--- src/rtl/trigger_frame_pkg.sv ---
// Shared constants for the 10-byte trigger frame: delimiters, byte positions and frame state.
package trigger_frame_pkg;

    localparam logic [7:0] SOP = 8'h3C;
    localparam logic [7:0] EOP = 8'hBC;
    localparam int FRAME_LENGTH = 10;

    localparam logic [3:0] IDX_SOP     = 4'd0;
    localparam logic [3:0] IDX_STATUS  = 4'd1;
    localparam logic [3:0] IDX_ADDR_HI = 4'd2;
    localparam logic [3:0] IDX_ADDR_LO = 4'd3;
    localparam logic [3:0] IDX_DATA0   = 4'd4;
    localparam logic [3:0] IDX_DATA1   = 4'd5;
    localparam logic [3:0] IDX_DATA2   = 4'd6;
    localparam logic [3:0] IDX_DATA3   = 4'd7;
    localparam logic [3:0] IDX_CRC     = 4'd8;
    localparam logic [3:0] IDX_EOP     = 4'd9;

    // Grant indices are carried in 3 bits so up to 8 requesters fit.
    localparam int GRANT_W = 3;
    localparam int SLOTS   = 1 << GRANT_W;

    typedef enum logic {
        IDLE_FRAME = 1'b0,
        REQ_FRAME  = 1'b1
    } frame_state_e;

endpackage

--- src/rtl/rr_arbiter.sv ---
// Round-robin arbiter: search begins one past the previous winner.
// Optional REQ0_PRIORITY_EN gives requester 0 absolute priority.
module rr_arbiter
    import trigger_frame_pkg::*;
#(
    parameter int NUM_REQ = 4
) (
    input  logic [NUM_REQ-1:0] req_i,
    input  logic [GRANT_W-1:0] last_grant_i,
    input  logic               enable_i,
    output logic [NUM_REQ-1:0] grant_o,
    output logic [GRANT_W-1:0] grant_idx_o
);

    logic [SLOTS-1:0]   req_pad;
    logic [GRANT_W-1:0] cand;
    logic               found;

    assign req_pad = SLOTS'(req_i);

    always_comb begin
        grant_idx_o = '0;
        found       = 1'b0;
        cand        = '0;
        for (int k = 0; k < NUM_REQ; k++) begin
            cand = GRANT_W'((int'(last_grant_i) + 1 + k) % NUM_REQ);
            if (!found && req_pad[cand]) begin
                found       = 1'b1;
                grant_idx_o = cand;
            end
        end
`ifdef REQ0_PRIORITY_EN
        if (req_i[0]) begin
            grant_idx_o = '0;
        end
`endif
        grant_o = '0;
        if (enable_i && found) begin
            grant_o = {{(NUM_REQ-1){1'b0}}, 1'b1} << grant_idx_o;
        end
    end

endmodule

--- src/rtl/trigger_frame_scheduler.sv ---
// Fills the fixed 10-byte trigger frame slot with idle frames or one arbitrated command.
// Build option: define REQ0_PRIORITY_EN to let requester 0 pre-empt round-robin.
module trigger_frame_scheduler
    import trigger_frame_pkg::*;
#(
    parameter int NUM_REQ = 4
) (
    input  logic                  clk,
    input  logic                  reset,
    input  logic [NUM_REQ-1:0]    req,
    input  logic [NUM_REQ*16-1:0] req_addr,
    input  logic [NUM_REQ*32-1:0] req_data,
    output logic [NUM_REQ-1:0]    ack,
    output logic [2:0]            grant_id,
    output logic                  frame_is_req,
    output logic [7:0]            data,
    output logic                  is_control_byte,
    output logic                  is_crc_byte,
    output logic                  crc_reset
);

    logic [3:0]         idx_q, idx_d;
    frame_state_e       state_q, state_d;
    logic [6:0]         seq_q, seq_d;
    logic [GRANT_W-1:0] last_grant_q, last_grant_d;
    logic [GRANT_W-1:0] grant_id_q, grant_id_d;
    logic [15:0]        addr_q, addr_d;
    logic [31:0]        word_q, word_d;

    logic               arb_en;
    logic               req_any;
    logic [GRANT_W-1:0] win_idx;
    logic [15:0]        addr_slot [SLOTS];
    logic [31:0]        word_slot [SLOTS];

    // Pad the per-requester buses out to a power-of-two table so the winner index selects cleanly.
    for (genvar gi = 0; gi < SLOTS; gi++) begin : g_slot
        if (gi < NUM_REQ) begin : g_used
            assign addr_slot[gi] = req_addr[16*gi +: 16];
            assign word_slot[gi] = req_data[32*gi +: 32];
        end else begin : g_pad
            assign addr_slot[gi] = '0;
            assign word_slot[gi] = '0;
        end
    end

    assign arb_en  = (idx_q == IDX_EOP);
    assign req_any = |req;

    rr_arbiter #(
        .NUM_REQ(NUM_REQ)
    ) u_arb (
        .req_i       (req),
        .last_grant_i(last_grant_q),
        .enable_i    (arb_en),
        .grant_o     (ack),
        .grant_idx_o (win_idx)
    );

    always_ff @(posedge clk or negedge reset) begin
        if (!reset) begin
            idx_q        <= IDX_SOP;
            state_q      <= IDLE_FRAME;
            seq_q        <= '0;
            last_grant_q <= GRANT_W'(NUM_REQ - 1);
            grant_id_q   <= '0;
            addr_q       <= '0;
            word_q       <= '0;
        end else begin
            idx_q        <= idx_d;
            state_q      <= state_d;
            seq_q        <= seq_d;
            last_grant_q <= last_grant_d;
            grant_id_q   <= grant_id_d;
            addr_q       <= addr_d;
            word_q       <= word_d;
        end
    end

    always_comb begin
        idx_d        = (idx_q == IDX_EOP) ? IDX_SOP : idx_q + 4'd1;
        state_d      = state_q;
        seq_d        = seq_q;
        last_grant_d = last_grant_q;
        grant_id_d   = grant_id_q;
        addr_d       = addr_q;
        word_d       = word_q;
        if (arb_en) begin
            if (state_q == REQ_FRAME) begin
                seq_d = seq_q + 7'd1;
            end
            if (req_any) begin
                state_d    = REQ_FRAME;
                grant_id_d = win_idx;
                addr_d     = addr_slot[win_idx];
                word_d     = word_slot[win_idx];
`ifdef REQ0_PRIORITY_EN
                // Priority grants to requester 0 leave the rotation of the others untouched.
                if (win_idx != '0) begin
                    last_grant_d = win_idx;
                end
`else
                last_grant_d = win_idx;
`endif
            end else begin
                state_d    = IDLE_FRAME;
                grant_id_d = '0;
            end
        end
    end

    assign frame_is_req    = (state_q == REQ_FRAME);
    assign grant_id        = grant_id_q;
    assign is_control_byte = (idx_q == IDX_SOP) || (idx_q == IDX_EOP);
    assign is_crc_byte     = (idx_q == IDX_CRC);
    assign crc_reset       = (idx_q == IDX_SOP);

    always_comb begin
        data = 8'h00;
        case (idx_q)
            IDX_SOP:     data = SOP;
            IDX_STATUS:  data = frame_is_req ? {1'b1, seq_q} : 8'h00;
            IDX_ADDR_HI: data = frame_is_req ? addr_q[15:8]  : 8'h00;
            IDX_ADDR_LO: data = frame_is_req ? addr_q[7:0]   : 8'h00;
            IDX_DATA0:   data = frame_is_req ? word_q[31:24] : 8'h00;
            IDX_DATA1:   data = frame_is_req ? word_q[23:16] : 8'h00;
            IDX_DATA2:   data = frame_is_req ? word_q[15:8]  : 8'h00;
            IDX_DATA3:   data = frame_is_req ? word_q[7:0]   : 8'h00;
            IDX_EOP:     data = EOP;
            default:     data = 8'h00;
        endcase
    end

endmodule

--- config.mk ---
export PLATFORM = sky130hd
export DESIGN_NAME = trigger_frame_scheduler
export DESIGN_NICKNAME = d
export VERILOG_FILES = /design/src/rtl/trigger_frame_pkg.sv /design/src/rtl/rr_arbiter.sv /design/src/rtl/trigger_frame_scheduler.sv
export SDC_FILE = /design/constraint.sdc
export NUM_CORES = 1
export LEC_CHECK = 0
export ABC_AREA = 1
export ABC_CLOCK_PERIOD_IN_PS = 2350
export BUFFER_PORTS_ARGS = -buffer_cell sky130_fd_sc_hd__buf_2
export CAP_MARGIN = 20
export CORE_UTILIZATION = 30
export CTS_CLUSTER_SIZE = 28
export DETAILED_ROUTE_END_ITERATION = 12
export HOLD_SLACK_MARGIN = 0.06
export SLEW_MARGIN = 5
export SYNTH_ARGS = -nofsm -noshare
export SYNTH_HDL_FRONTEND = slang
export SYNTH_SLANG_ARGS = --single-unit
--- constraint.sdc ---
create_clock -name clk -period 2.35 [get_ports clk]
set_input_delay 0.47 -clock clk [delete_from_list [all_inputs] [get_ports clk]]
set_output_delay 0.47 -clock clk [all_outputs]
set_load 0.05 [all_outputs]
==> summary.txt, run 1 <==
Detailed routing
  – WL/cell: 16.0 um
  – Residual DRC: 0
  – DRT Wirelength: 21800 um
  – Number of DRC violations after detailed-routing iteration 0: 442
  – Via count: 6850
  – Final ANT Viol Nets: 0
  – Vias per cell: 5.03
  – Drt first pass iters: 5

Global route
  – Vias in the first global route: 6276
  – Global Route Usage Sum: 22.6%
  – Largest net degree at the start of global routing: 95
  – Global-route wire length before repair: 32000 um
  – Initial antenna violation count: 1
  – Gr ovfl total: 0

Pwr
  – Clock share of power: 10.6%
  – P_int: 6.24 mW
  – Power per cell area: 1650 nW/um^2
  – Switching pwr: 7.27 mW
  – Final Power: 13.5 mW
  – Gate power share: 74.0%
  – Peak supply drop: 0.00116 V
  – Leak: 4.60 nW
  – Register share of total power: 15.4%
  – Switching Share: 53.8%

Synth
  – Sequential fraction of the synthesis area: 30.4%
  – Post-synth cell types: 39
  – YS warnings: 0
  – Syn nets: 1098
  – Avg Synthesized Cell Area: 5.87 um^2
  – Cells after Synth: 899
  – Synth Register Bits: 64
  – Post-synth design cell area: 5270 um^2

Layout
  – Multi-input gate area: 3870 um^2
  – Most common cell after layout, fill and taps aside: nand2_1
  – Final core occ: 47.4%
  – Area Growth Syn to Fin: 54.8%
  – Design area: 8160 um^2
  – Register area: 1610 um^2
  – Nets@finish: 1331
  – Final Non-Filler Cells: 1363
  – Share of post-route cells with drive strength above 1: 36.9%
  – Most frequent cells in the layout: nand2_1 (507), buf_2 (203), nand4_1 (99), dfrtp_1 (59), buf_4 (46)
  – Filler Cells Inserted: 1767

Timing
  – Fmax: 0.382 GHz
  – Max Slew Vio Count: 0
  – WHS: 0.143 ns
  – Final Skew: 0.00642 ns
  – Unrepaired setup endpoints after global routing: yes
  – Final number of hold-violating endpoints: 0
  – Final setup fails: 19
  – Fin crit share: 111%
  – Post-route minimum period: 2.62 ns
  – Setup tns final: -1.82 ns
  – Worst-Margin Slew: 0.540 ns
  – Max_slew headroom: 64.0%
  – Fin worst setup slack: -0.266 ns

Min path
  – Hold WC Path Type: primary input to async pin

Placement
  – GP Congestion: 0.868
  – Placed inst area: 6790 um^2
  – DP Wirelength: 14900 um
  – Placed instance count: 1308
  – Number of port buffers: 215
  – Place WS: -0.0688 ns

CTS
  – Clk root buf: clkbuf_16
  – Htree depth: 3
  – Worst-path clk slew: 0.06 ns
  – Cts bufs inserted: 9
  – # hold bufs at CTS: 0
  – CTS Buffer Depth: 2
  – Worst-Skew Late Latency: 0.34 ns
  – Clock sink count: 64
  – CTS tree: done

Floorplan
  – Die Y: 135 um
  – Top Ports: 217
  – Core Box Area: 17200 um^2
  – Die X: 135 um
  – Full die area: 18100 um^2
  – FP Rows: 48
  – Initial Utilization: 30.6%

Setup path
  – Crit. End Element: output pin
  – Worst setup SP type: flop
  – Critical path class: flop to output pin
  – Critical Path RT: 1.88 ns
  – Crit-path max FO: 7
  – Crit path DAT: 2.15 ns

Job
  – Max-Cap Viols: 0

Status
  – Status: finished, violations left
  – Failing checks: setup timing
[timing repair]
action,CTS,global route
pin swaps,29,36
endpoints found under the hold margin,0,0
resized for setup,86,91
cloned,0,4
endpoints found under the setup margin,15,64
buffers inserted,9,27
[synthesized netlist by cell type, drive strengths merged]
cell type | instances | area share, %
a41oi | 1 | 0.17
or3 | 1 | 0.12
clkinv | 1 | 0.071
o211ai | 2 | 0.28
a21oi | 4 | 0.38
nand3 | 21 | 2.3
dfstp | 2 | 1.0
o21bai | 1 | 0.14
dfrtp | 62 | 29
a221oi | 1 | 0.17
buf | 36 | 4.0
nor2 | 20 | 1.6
conb | 1 | 0.071
nand2 | 554 | 40
o221ai | 2 | 0.33
a22o | 2 | 0.33
clkbuf | 27 | 1.9
o21ai | 9 | 0.85
xor2 | 6 | 1.0
a21boi | 1 | 0.14
nor4 | 1 | 0.12
a211oi | 3 | 0.43
mux2 | 1 | 0.21
a31oi | 3 | 0.36
inv | 28 | 2.0
ha | 1 | 0.24
o22ai | 1 | 0.12
nand4 | 99 | 12
nor3 | 8 | 0.76
[sequential cells by signal (all words and copies together) (netlist names)]
name and cells:
word_q 32, addr_q 16, seq_q 7, idx_q 4
grant_id 2, last_grant_q 2, frame_is_req 1
[metal layers]
layer	global-route usage [%]	vias up	share of wire [%]
li1	-	3380	-
met1	31.4	3204	44
met2	36.2	236	48
met3	4.73	30	6.1
met4	4.68	0	1.5
met5	0	-	0
[cells by family (layout without fill, tap and decap cells)]
family	count (synthesis)	after routing	synth area share [%]
muxes	1	1	0.214
buffers and inverters	92	330	8.07
AOI/OAI and AO/OA	30	30	3.70
other	1	2	0.0711
and+or+nand+nor	704	704	56.3
adders and majority gates	1	1	0.237
xor gates and xnor gates	6	6	0.996
DFF	64	64	30.4
[final timing paths]
| kind | startpoint | to | slack [ns] | depth (start not counted) |
|---|---|---|---|---|
| max | last_grant_q[0] | ack[3] | -0.27 | 11 |
| min | reset | grant_id[0] | 0.14 | 2 |
| max reg2reg | last_grant_q[0] | word_q[26] | -0.02 | 15 |
| min reg2reg | grant_id[1] | grant_id[1] | 0.48 | 2 |
| max in group asynchronous | reset | last_grant_q[0] | 1.86 | 2 |
| min in group clk | grant_id[1] | grant_id[1] | 0.48 | 2 |
[power groups by stage]
stage / sequential (mW) / combinational (mW) / clock [mW]
global route: 2.12 / 11.2 / 1.50
global placement: 2.02 / 8.59 / 0
floorplan: 1.92 / 6.42 / 0
detailed placement: 2.02 / 8.64 / 0
finish: 2.08 / 9.99 / 1.43
CTS: 2.03 / 9.12 / 1.45
[worst max-delay path, cell delays in order (launching register included)]
cell,delay (ns)
dfstp_2,0.58
buf_12,0.13
nand2_2,0.05
nand2_2,0.10
nand2_2,0.07
nand2_4,0.11
nor2_4,0.06
a21boi_4,0.19
nand2_2,0.09
nor2_4,0.20
nor3_4,0.05
buf_6,0.15
[layout make-up]
type                    count  share of cell area (%)
well taps                 225                    3.45
repair buffers            285                    23.7
inverters                  29                    1.73
multi-input cells         743                    47.5
diodes                      1                  0.0307
clock buffers              14                    3.48
clock inverters             2                   0.429
flip-flops and latches     64                    19.7
(Power assumes the default switching activity.)
==> run 2, diff against run 1 <==
--- a/config.mk
+++ b/config.mk
@@ -13,6 +13,7 @@
 export CTS_CLUSTER_SIZE = 28
 export DETAILED_ROUTE_END_ITERATION = 12
 export HOLD_SLACK_MARGIN = 0.06
+export PLACE_DENSITY = 0.63
 export SLEW_MARGIN = 5
 export SYNTH_ARGS = -nofsm -noshare
 export SYNTH_HDL_FRONTEND = slang
==> summary.txt, run 2 (same netlist as run 1, synthesis figures left out) <==
Status
  – Status: finished, violations left
  – Failing checks: setup timing

Min path
  – Hold WC Path Type: primary input to async pin

Timing
  – Final number of hold-violating endpoints: 0
  – Post-route minimum period: 2.66 ns
  – Max_slew headroom: 40.6%
  – Setup tns final: -2.07 ns
  – Final Skew: 0.00587 ns
  – Max Slew Vio Count: 0
  – Fin worst setup slack: -0.314 ns
  – Final setup fails: 28
  – Unrepaired setup endpoints after global routing: yes
  – Fmax: 0.375 GHz
  – Fin crit share: 113%
  – Worst-Margin Slew: 0.891 ns

Floorplan
  – Full die area: 18100 um^2
  – Initial Utilization: 30.6%
  – Die Y: 135 um
  – FP Rows: 48
  – Core Box Area: 17200 um^2
  – Die X: 135 um
  – Top Ports: 217

Layout
  – Register area: 1610 um^2
  – Filler Cells Inserted: 1767
  – Area Growth Syn to Fin: 48.6%
  – Largest reg by FF count: word_q
  – Design area: 7840 um^2
  – Flip-flop count of the largest register after layout: 32
  – # diodes: 0
  – Most common cell after layout, fill and taps aside: nand2_1
  – Multi-input gate area: 3780 um^2
  – Final core occ: 45.5%
  – Largest regs: word_q x32, addr_q x16, seq_q x7
  – Most frequent cells in the layout: nand2_1 (516), buf_2 (202), nand4_1 (99), dfrtp_1 (59), buf_4 (38)
  – Share of post-route cells with drive strength above 1: 34.6%
  – Nets@finish: 1314

Global route
  – Global-route wire length before repair: 32000 um
  – Initial antenna violation count: 1
  – Largest net degree at the start of global routing: 95
  – Gr busiest metal: met2
  – GR Util met1: 30.8%
  – GR met2 Demand/Resource: 36.6%
  – Global Route Usage Sum: 22.6%
  – Met3 Use GR: 4.43%
  – Vias in the first global route: 6342
  – Gr ovfl total: 0

CTS
  – Cts bufs inserted: 9
  – # hold bufs at CTS: 0
  – Worst-path clk slew: 0.05 ns
  – CTS Buffer Depth: 2
  – Htree depth: 3
  – Clock sink count: 64
  – Clk root buf: clkbuf_16
  – CTS tree: done
  – Worst-Skew Late Latency: 0.33 ns

Setup path
  – Critical path class: flop to output pin
  – Worst r2r path cells: 17
  – Critical Path RT: 1.88 ns
  – Crit. End Element: output pin
  – Worst setup SP type: flop
  – Crit-path max FO: 8
  – Crit path DAT: 2.19 ns

Placement
  – DP Wirelength: 14900 um
  – Place WS: -0.138 ns
  – Number of port buffers: 215
  – GP Congestion: 0.919
  – Placed inst area: 6760 um^2

Detailed routing
  – Drt first pass iters: 7
  – Number of DRC violations after detailed-routing iteration 0: 409
  – Via count: 6729
  – Vias per cell: 5.00
  – DRT Wirelength: 20900 um
  – Final ANT Viol Nets: 0
  – Residual DRC: 0
  – WL/cell: 15.5 um

Pwr
  – Gate power share: 72.7%
  – Switching Share: 54.9%
  – Peak supply drop: 0.00111 V
  – Leak: 4.47 nW
  – Clock share of power: 11.1%
  – Register share of total power: 16.2%
  – P_int: 5.76 mW
  – Switching pwr: 7.00 mW
  – Final Power: 12.8 mW
  – Power per cell area: 1630 nW/um^2

Job
  – Max-Cap Viols: 0
[run 2: cell types whose count changed in the layout (fill, tap and decap cells not counted), sizes merged]
cell,before,now
buf,281,266
clkbuf,18,16
diode,1,0
[run 2: path summary, 6_finish.rpt]
path / start / endpoint / slack, ns
max in group asynchronous: reset / idx_q[1] / 1.48
min in group clk: grant_id[1] / grant_id[1] / 0.47
setup reg to reg: last_grant_q[0] / word_q[4] / -0.04
setup / recovery: last_grant_q[0] / ack[2] / -0.31
hold / removal: reset / grant_id[0] / 0.26
hold reg to reg: grant_id[1] / grant_id[1] / 0.47
[run 2: final cells by class]
cell class                 instances  area share [%]
clock buffer                      14            3.62
clock inverter                     2           0.447
inverter                          29            1.74
multi-input combinational        743            48.3
sequential                        64            20.5
tap                              225            3.59
timing repair buffer             268            21.8
[run 2: timing repair]
action / in CTS / in global routing
setup buffers: 12 / 13
resized for setup: 68 / 78
cloned: 0 / 1
pin swaps: 29 / 32
setup endpoints to repair: 60 / 63
[run 2: power groups by stage]
stage / combinational [mW] / clock (mW) / sequential, mW
3_5_place_dp: 8.37 / 0 / 2.02
5_1_grt: 10.4 / 1.47 / 2.10
3_3_place_gp: 8.32 / 0 / 2.02
2_1_floorplan: 6.42 / 0 / 1.92
6_report: 9.28 / 1.41 / 2.07
4_1_cts: 8.85 / 1.42 / 2.01
[run 2: per-layer routing]
| layer | share of wire (%) | up-vias |
|---|---|---|
| li1 | - | 3342 |
| met1 | 43 | 3091 |
| met2 | 48 | 260 |
| met3 | 7.0 | 34 |
| met4 | 1.7 | 2 |
| met5 | 0.048 | - |
[run 2: worst max-delay path: stages, from the launching register on]
cell     delay [ns]
dfstp_2        0.64
inv_6          0.07
nand2_1        0.09
nand2_2        0.07
nand2_2        0.10
nand2_4        0.08
a21oi_4        0.15
nand2_1        0.08
nor2_2         0.15
nor2_4         0.08
nor3_4         0.17
buf_6          0.18
[run 2: per-stage QoR]
stage	hold WS [ns]	cells
floorplan	0.174	899
global placement	0.460	1304
detailed placement	0.467	1304
CTS	0.298	1332
global route	0.335	1345
finish	0.261	1345
==> run 3, diff against run 2 <==
--- a/config.mk
+++ b/config.mk
@@ -6,9 +6,9 @@
 export NUM_CORES = 1
 export LEC_CHECK = 0
 export ABC_AREA = 1
-export ABC_CLOCK_PERIOD_IN_PS = 2350
+export ABC_CLOCK_PERIOD_IN_PS = 2610
 export BUFFER_PORTS_ARGS = -buffer_cell sky130_fd_sc_hd__buf_2
-export CAP_MARGIN = 20
+export CAP_MARGIN = 10
 export CORE_UTILIZATION = 30
 export CTS_CLUSTER_SIZE = 28
 export DETAILED_ROUTE_END_ITERATION = 12
@@ -18,3 +18,4 @@
 export SYNTH_ARGS = -nofsm -noshare
 export SYNTH_HDL_FRONTEND = slang
 export SYNTH_SLANG_ARGS = --single-unit
+export TNS_END_PERCENT = 5
==> constraint.sdc (replaced) <==
create_clock -name clk -period 2.61 [get_ports clk]
set_input_delay 0.522 -clock clk [delete_from_list [all_inputs] [get_ports clk]]
set_output_delay 0.522 -clock clk [all_outputs]
set_load 0.05 [all_outputs]
==> summary.txt, run 3 (same netlist as run 1, synthesis figures left out) <==
Status
  – Status: finished, violations left
  – Failing checks: setup timing

Pwr
  – Switching Share: 55.4%
  – P_int: 4.79 mW
  – Clock share of power: 11.3%
  – Register share of total power: 16.8%
  – Switching pwr: 5.95 mW
  – Leak: 4.10 nW
  – Final Power: 10.7 mW
  – Power per cell area: 1520 nW/um^2
  – Peak supply drop: 0.00120 V
  – Gate power share: 71.9%

Timing
  – Final Skew: 0.00598 ns
  – Final setup fails: 5
  – Worst-Margin Slew: 0.608 ns
  – Max Slew Vio Count: 0
  – Fin crit share: 102%
  – Post-route minimum period: 2.67 ns
  – Final number of hold-violating endpoints: 0
  – Fin worst setup slack: -0.0599 ns
  – Max_slew headroom: 59.5%
  – WHS: 0.152 ns
  – Setup tns final: -0.243 ns
  – Fmax: 0.375 GHz
  – Unrepaired setup endpoints after global routing: yes

Floorplan
  – Full die area: 18100 um^2
  – Die Y: 135 um
  – FP Rows: 48
  – Core Box Area: 17200 um^2
  – Die X: 135 um
  – Initial Utilization: 30.6%
  – Top Ports: 217

Layout
  – Final core occ: 40.9%
  – Final Non-Filler Cells: 1318
  – Nets@finish: 1286
  – Flip-flop count of the largest register after layout: 32
  – Largest reg by FF count: word_q
  – Most common cell after layout, fill and taps aside: nand2_1
  – Most frequent cells in the layout: nand2_1 (541), buf_2 (204), nand4_1 (99), dfrtp_1 (62), buf_4 (25)
  – Share of post-route cells with drive strength above 1: 27.5%
  – Area Growth Syn to Fin: 33.7%
  – Design area: 7050 um^2
  – Largest regs: word_q x32, addr_q x16, seq_q x7

Setup path
  – Crit path DAT: 2.15 ns
  – Critical path's top delay family: simple AND/OR/NAND/NOR gates
  – CP Buf/Inv Count: 2
  – Crit-path cells: buf_4 > nand2_1 > nand3_2 > nand2_2 > nand2_2 > nand2_2 > nand2_4 > nand3_4 > nor3_2 > buf_6
  – Setup crit end: ack[3]
  – Critical Path Source: last_grant_q[0]
  – Critical Path Max Stage Delay: 0.61 ns
  – Crit. End Element: output pin
  – Critical path class: flop to output pin
  – CP most frequent cell: nand2_2
  – Critical R2R Capture: word_q[9]
  – Critical Path RT: 2.09 ns
  – Worst r2r path cells: 16
  – Crit-path max FO: 7
  – FF-to-FF Start: last_grant_q[0]
  – R2R setup slack: 0.19 ns
  – Slowest-stage cell, CP: dfstp_2
  – Critical path depth: 10
  – Worst setup SP type: flop

Job
  – Max-Cap Viols: 0

Placement
  – GP Congestion: 0.938
  – Placed inst area: 6560 um^2
  – Number of port buffers: 215
  – DP Wirelength: 14500 um
  – Placed instance count: 1295
  – Place WS: 0.108 ns

Detailed routing
  – Drt first pass iters: 5
  – Via count: 6540
  – WL/cell: 14.8 um
  – Number of DRC violations after detailed-routing iteration 0: 371
  – DRT Wirelength: 19500 um
  – Residual DRC: 0
  – Final ANT Viol Nets: 0
  – Vias per cell: 4.96

Global route
  – Global Route Usage Sum: 21.8%
  – Initial antenna violation count: 2
  – Gr ovfl total: 0
  – Largest net degree at the start of global routing: 97
  – Vias in the first global route: 6151
  – Global-route wire length before repair: 31100 um

CTS
  – Clock sink count: 64
  – CTS Buffer Depth: 2
  – Cts bufs inserted: 9
  – Htree depth: 3
  – Worst-Skew Late Latency: 0.33 ns
  – Clk root buf: clkbuf_16
  – CTS tree: done
  – Worst-path clk slew: 0.05 ns

Min path
  – Hold WC Path Type: primary input to async pin
==> run 3: final cells by class <==
cell class / instances / area, um^2
antenna: 1 / 2.50
inverter: 29 / 111
tap: 225 / 282
timing repair buffer: 240 / 1360
fill: 1888 / 10200
sequential: 64 / 1600
clock inverter: 3 / 40.0
multi-input combinational: 743 / 3390
clock buffer: 13 / 260
==> run 3: layer usage <==
layer	part of all wire (%)	vias to the layer above	GRT usage [%]
met3	5.5	28	3.23
li1	-	3285	-
met4	2.1	2	7.74
met1	47	3004	31.0
met5	0.041	-	0
met2	46	221	33.6
==> run 3: power by group through the flow <==
stage	clock network (mW)	logic (mW)	registers, mW
floorplan	0	5.53	1.73
global placement	0	7.25	1.82
detailed placement	0	7.30	1.82
CTS	1.23	7.61	1.80
global route	1.28	8.75	1.85
finish	1.21	7.72	1.81
==> run 3: how the worst min path moves through the flow <==
stage,to,slack [ns],from
floorplan,addr_q[0],0.23,reset
global route,word_q[21],0.19,reset
detailed placement,grant_id[0],0.46,grant_id[0]
CTS,word_q[5],0.16,reset
finish,word_q[21],0.15,reset
global placement,grant_id[1],0.46,grant_id[1]
==> run 3: what timing repair did <==
| action | CTS | global route |
|---|---|---|
| cloned | 0 | 0 |
| setup endpoints to repair | 6 | 12 |
| pin swaps | 5 | 7 |
| gates resized for setup | 25 | 21 |
| hold buffers | 0 | 0 |
| buffers inserted | 3 | 3 |
